**src/rtl/apb_wait_regfile.sv**
```systemverilog
// APB slave register file with a fixed number of wait states per access.
// Word 0 is a read-only ID word. Words 1..DEPTH-1 are byte-writable storage.
// Illegal accesses complete with PSLVERR: a misaligned address, an
// out-of-range address, or a write to word 0.
//
// state  | meaning
// IDLE   | no transfer in flight; setup phase captured here
// ACCESS | access phase; cnt counts down the remaining wait states
module apb_wait_regfile #(
    parameter int          ADDR_WIDTH  = 32,
    parameter int          DATA_WIDTH  = 32,
    parameter int          DEPTH       = 16,
    parameter int          WAIT_STATES = 2,
    parameter logic [31:0] ID_VALUE    = 32'hA5B2_0001
) (
    input  logic                    PCLK,
    input  logic                    PRESET,
    input  logic                    PSEL,
    input  logic                    PENABLE,
    input  logic                    PWRITE,
    input  logic [ADDR_WIDTH-1:0]   PADDR,
    input  logic [DATA_WIDTH-1:0]   PWDATA,
    input  logic [DATA_WIDTH/8-1:0] PSTRB,
    output logic [DATA_WIDTH-1:0]   PRDATA,
    output logic                    PREADY,
    output logic                    PSLVERR
);

    localparam int IDX_W = $clog2(DEPTH);
    localparam logic IDLE   = 1'b0;
    localparam logic ACCESS = 1'b1;

    logic                    state;
    logic [3:0]              cnt;
    logic [ADDR_WIDTH-1:0]   addr_q;
    logic                    write_q;
    logic [DATA_WIDTH-1:0]   wdata_q;
    logic [DATA_WIDTH/8-1:0] strb_q;
    logic [DATA_WIDTH-1:0]   mem [DEPTH];

    logic [IDX_W-1:0]        idx;
    logic                    misaligned;
    logic                    out_of_range;
    logic                    err;
    logic                    ready_acc;
    logic                    complete;
    logic [DATA_WIDTH-1:0]   rd_word;

    // Decode works purely from the address and direction latched at setup.
    always_comb begin
        idx          = addr_q[IDX_W+1:2];
        misaligned   = |addr_q[1:0];
        out_of_range = (addr_q >> (IDX_W + 2)) != '0;
        err          = misaligned || out_of_range || (write_q && (idx == '0));
        ready_acc    = (state == ACCESS) && (cnt == 4'd0);
        complete     = ready_acc && PSEL && PENABLE;
        rd_word      = (idx == '0) ? ID_VALUE : mem[idx];
    end

    // Outputs come from registered state only; PREADY idles high outside ACCESS.
    always_comb begin
        PREADY  = (state == IDLE) || (cnt == 4'd0);
        PSLVERR = ready_acc && err;
        PRDATA  = (ready_acc && !err && !write_q) ? rd_word : '0;
    end

    // Transfer FSM: setup capture, wait-state countdown, completion and abort.
    always_ff @(posedge PCLK or posedge PRESET) begin
        if (PRESET) begin
            state   <= IDLE;
            cnt     <= 4'd0;
            addr_q  <= '0;
            write_q <= 1'b0;
            wdata_q <= '0;
            strb_q  <= '0;
        end else begin
            case (state)
                IDLE: begin
                    // A select with PENABLE already high skipped its setup phase.
                    if (PSEL && !PENABLE) begin
                        addr_q  <= PADDR;
                        write_q <= PWRITE;
                        wdata_q <= PWDATA;
                        strb_q  <= PSTRB;
                        cnt     <= 4'(WAIT_STATES);
                        state   <= ACCESS;
                    end
                end
                default: begin
                    if (!PSEL) begin
                        state <= IDLE;
                    end else if (complete) begin
                        state <= IDLE;
                    end else if (cnt != 4'd0) begin
                        cnt <= cnt - 4'd1;
                    end
                end
            endcase
        end
    end

    // Storage: byte-lane write on a legal completing write; cleared by reset.
    always_ff @(posedge PCLK or posedge PRESET) begin
        if (PRESET) begin
            for (int w = 0; w < DEPTH; w++) begin
                mem[w] <= '0;
            end
        end else if (complete && write_q && !err) begin
            for (int i = 0; i < DATA_WIDTH/8; i++) begin
                if (strb_q[i]) begin
                    mem[idx][8*i +: 8] <= wdata_q[8*i +: 8];
                end
            end
        end
    end

endmodule

```
**config.mk**
```make
export PLATFORM = sky130hd
export DESIGN_NAME = apb_wait_regfile
export DESIGN_NICKNAME = d
export VERILOG_FILES = /design/src/rtl/apb_wait_regfile.sv
export SDC_FILE = /design/constraint.sdc
export NUM_CORES = 1
export LEC_CHECK = 0
export CORE_MARGIN = 2
export CORE_UTILIZATION = 50
export DETAILED_ROUTE_END_ITERATION = 10
export PLACE_DENSITY_LB_ADDON = 0.2
export SLEW_MARGIN = 20
export SYNTH_ARGS = -nofsm -noshare
export SYNTH_HDL_FRONTEND = slang
export SYNTH_SLANG_ARGS = --single-unit
```
**constraint.sdc**
```tcl
create_clock -name PCLK -period 26.5 [get_ports PCLK]
set_input_delay 5.3 -clock PCLK [delete_from_list [all_inputs] [get_ports PCLK]]
set_output_delay 5.3 -clock PCLK [all_outputs]
set_load 0.01 [all_outputs]
```
==> impl_metrics.json <==
{
  "run_status": "completed",
  "whs_path_depth": 0,
  "async_reset_ff_frac": 1.00,
  "fin_setup_tns_ns": 0,
  "synth_sequential_area_ratio": 0.549,
  "detail-route-antenna-nets": 0,
  "timing.final.crit_share": 0.381,
  "dieHeight_um": 233,
  "cts_resized": 0,
  "dr_total_vias": 15600,
  "multi_input_comb_area_um2": 11200,
  "worstSetupStartpoint": "addr_q[2]",
  "worstPathBufferInverterCount": 3,
  "final_net_count": 1869,
  "ys_ff_latch": 577,
  "critical_path_cell_count": 6,
  "yosysUniqueCellTypes": 44,
  "placement_rows": 84,
  "regArea_um2": 14400,
  "syn-instance-count": 1763,
  "max_slew_margin": 0.213,
  "overflow": 0,
  "power.static_leakage_nw": 13.7,
  "clock_latency_on_the_worst_skew_pair_ns": 0.62,
  "total_track_usage": 0.238,
  "post-dp-hpwl_um": 37500,
  "wl_per_cell_um": 24.7,
  "cpPeakStageDelay_ns": 0.88,
  "report.power.total_w": 0.00202,
  "regToRegEndpoint": "mem[345]",
  "route.final.wire_length_um": 62400,
  "placedCellCount": 2422,
  "chipWidth_um": 233,
  "design.portCount": 107,
  "synth_edf_count": 0,
  "numPortBuffers": 106,
  "tritoncts": "done",
  "max_freq_ghz": 0.0990,
  "final_cells": 2528,
  "crit_path_cell_trace": "buf_4, buf_4, mux4_2, a22oi_1, a21oi_1, clkdlybuf4s50_1",
  "postCtsSetupBuffers": 0,
  "finalSetupViolations": 0,
  "start_util": 0.503,
  "globalplace.congestion": 0.803,
  "yosys-top-cells-area": "sky130_fd_sc_hd__dfrtp_1 (55%), sky130_fd_sc_hd__mux2_2 (23%), sky130_fd_sc_hd__mux4_2 (8.8%), sky130_fd_sc_hd__clkbuf_1 (1.7%), sky130_fd_sc_hd__a22oi_1 (1.6%)",
  "cts-root-to-sink-buffers": 3,
  "syn_nets": 1837,
  "critPathLaunchType": "flop",
  "die_area_um2": 54500,
  "routed_via_density": 6.17,
  "grt_pass1_vias": 16300,
  "mappedNetlistArea_um2": 26300,
  "worst_setup_hold_path_clk_slew_ns": 0.06,
  "area_delta_synth_final_pct": 13.1,
  "worst_ep_arrival_time_ns": 4.80,
  "rsz0062_at_grt": "false",
  "core_um2": 52300,
  "antenna_cell_count": 0,
  "synthFlopType": "sky130_fd_sc_hd__dfrtp_1",
  "fillers": 4192,
  "first_iter_violations": 1232,
  "synth_top_area_share": 0.549,
  "cts_max_level": 2,
  "critical_path.reg2reg.startpoint": "addr_q[2]",
  "worstRegToRegCells": 6,
  "clock-sinks": 577,
  "power.density_nw_per_um2": 67.7,
  "endpoint_kind": "output port",
  "worstMarginPinSlew_ns": 1.18,
  "cts_root_buf": "sky130_fd_sc_hd__clkbuf_16",
  "post_route_cells_drive_above_1_share": 0.430,
  "cts_hold_repair.buffers": 0,
  "report.final.hold_viol_count": 0,
  "timing_worst_setup_path_type": "reg2out",
  "cap_violations": 0,
  "critPathMostFrequentCell": "sky130_fd_sc_hd__buf_4",
  "worst-r2r-setup-slack_ns": 21.57,
  "synthDominantAreaCellType": "sky130_fd_sc_hd__dfrtp_1",
  "critical-path-top-delay-family": "buffers and inverters",
  "crit_required_ns": 21.20,
  "ir_drop_uv": 48.9,
  "fin_skew_ns": 0.0170,
  "hold_path.class": "reg2reg",
  "drt_pass1_iterations": 5,
  "detail_route.drc_violations": 0,
  "cp_max_fo": 48,
  "grt_max_degree": 114,
  "wire_length_of_the_first_global_routing_pass_um": 98000,
  "final_max_slew_viol_count": 0,
  "slowest_stage": "sky130_fd_sc_hd__dfrtp_4",
  "yosysWarningCount": 0,
  "post_synth.cell_area_avg_um2": 14.9,
  "critPathCapture": "PRDATA[2]",
  "cts_made_buffers": 59,
  "final_period_demand_of_the_worst_path_ns": 10.10,
  "grt_antenna_before_repair": 1
}
==> synth_stat cells (8+ instances only) <==
cell type / count
sky130_fd_sc_hd__a31oi_1: 8
sky130_fd_sc_hd__dfrtp_1: 577
sky130_fd_sc_hd__buf_2: 21
sky130_fd_sc_hd__mux2i_1: 41
sky130_fd_sc_hd__mux2_2: 536
sky130_fd_sc_hd__nor4_1: 52
sky130_fd_sc_hd__nor4_4: 11
sky130_fd_sc_hd__nand2_1: 39
sky130_fd_sc_hd__o211ai_1: 8
sky130_fd_sc_hd__mux2_4: 8
sky130_fd_sc_hd__a21oi_1: 26
sky130_fd_sc_hd__clkbuf_1: 116
sky130_fd_sc_hd__a22oi_1: 56
sky130_fd_sc_hd__mux4_2: 103
sky130_fd_sc_hd__buf_1: 18
sky130_fd_sc_hd__nand4_1: 64
==> through the flow <==
| stage | hold slack, ns | instance area [um^2] | utilization | setup WS, ns |
|---|---|---|---|---|
| floorplan | 0.425 | 26300 | - | 5.06 |
| global placement | 0.360 | 27800 | 0.531 | 16.97 |
| detailed placement | 0.363 | 27800 | 0.531 | 16.98 |
| CTS | 0.377 | 29700 | 0.568 | 16.31 |
| global route | 0.385 | 29700 | 0.568 | 16.08 |
| finish | 0.373 | 29700 | 0.568 | 16.40 |
==> kinds of logic (layout without fill, tap and decap cells) <==
logic type | count (synthesis) | count (layout) | synth area share
xor+xnor | 2 | 2 | 0.000666
mux | 689 | 689 | 0.338
simple gates | 223 | 223 | 0.0597
fa+ha+maj | 1 | 1 | 0.000475
buf+inv | 165 | 242 | 0.0253
compound gates | 106 | 106 | 0.0270
flops | 577 | 577 | 0.549
==> flip-flops by register name, indices dropped and copies added, names as in the netlist <==
register / cells
mem: 503
addr_q: 32
wdata_q: 32
cnt: 4
strb_q: 4
state: 1
write_q: 1
==> area by class of cell <==
type                    instances  share of cell area
clock buffers                  92              0.0603
clock inverters                14             0.00437
inverters                       7             0.00114
multi-input cells            1021               0.378
flip-flops and latches        577               0.486
well taps                     688              0.0289
repair buffers                129              0.0418
==> layer usage <==
metal,wire [um],part of all wire,global-route usage
met3,3410,0.055,0.0476
met5,13,0.00021,0
met4,2130,0.034,0.0819
met2,28800,0.46,0.368
met1,28100,0.45,0.338
==> cell usage in the layout (no fill, tap or decap), types with 8 or more instances in the layout <==
master and count:
sky130_fd_sc_hd__dfrtp_1 575, sky130_fd_sc_hd__mux2_2 536, sky130_fd_sc_hd__clkdlybuf4s50_1 106, sky130_fd_sc_hd__mux4_2 103
sky130_fd_sc_hd__nand4_1 64, sky130_fd_sc_hd__clkbuf_16 61, sky130_fd_sc_hd__a22oi_1 56, sky130_fd_sc_hd__nor4_1 52
sky130_fd_sc_hd__mux2i_1 41, sky130_fd_sc_hd__nand2_1 39, sky130_fd_sc_hd__a21oi_1 26, sky130_fd_sc_hd__buf_4 20
sky130_fd_sc_hd__clkbuf_1 16, sky130_fd_sc_hd__clkbuf_8 15, sky130_fd_sc_hd__nor4_4 11, sky130_fd_sc_hd__clkinv_2 9
sky130_fd_sc_hd__mux2_4 8, sky130_fd_sc_hd__o211ai_1 8, sky130_fd_sc_hd__a31oi_1 8
==> worst min path at each step <==
stage              from        to
2_1_floorplan  mem[481]  mem[481]
5_1_grt        mem[502]  mem[502]
6_report       mem[496]  mem[496]
4_1_cts        mem[481]  mem[481]
3_5_place_dp   mem[488]  mem[488]
3_3_place_gp   mem[498]  mem[498]
==> report_power, final <==
| group | total (W) | switching [W] | internal (W) |
|---|---|---|---|
| Sequential | 0.000981 | 0.0000753 | 0.000906 |
| Clock | 0.000824 | 0.000343 | 0.000481 |
| Combinational | 0.000210 | 0.000126 | 0.0000841 |
| Total | 0.00202 | 0.000545 | 0.00147 |
No activity file was read; power rests on OpenSTA's default activity.
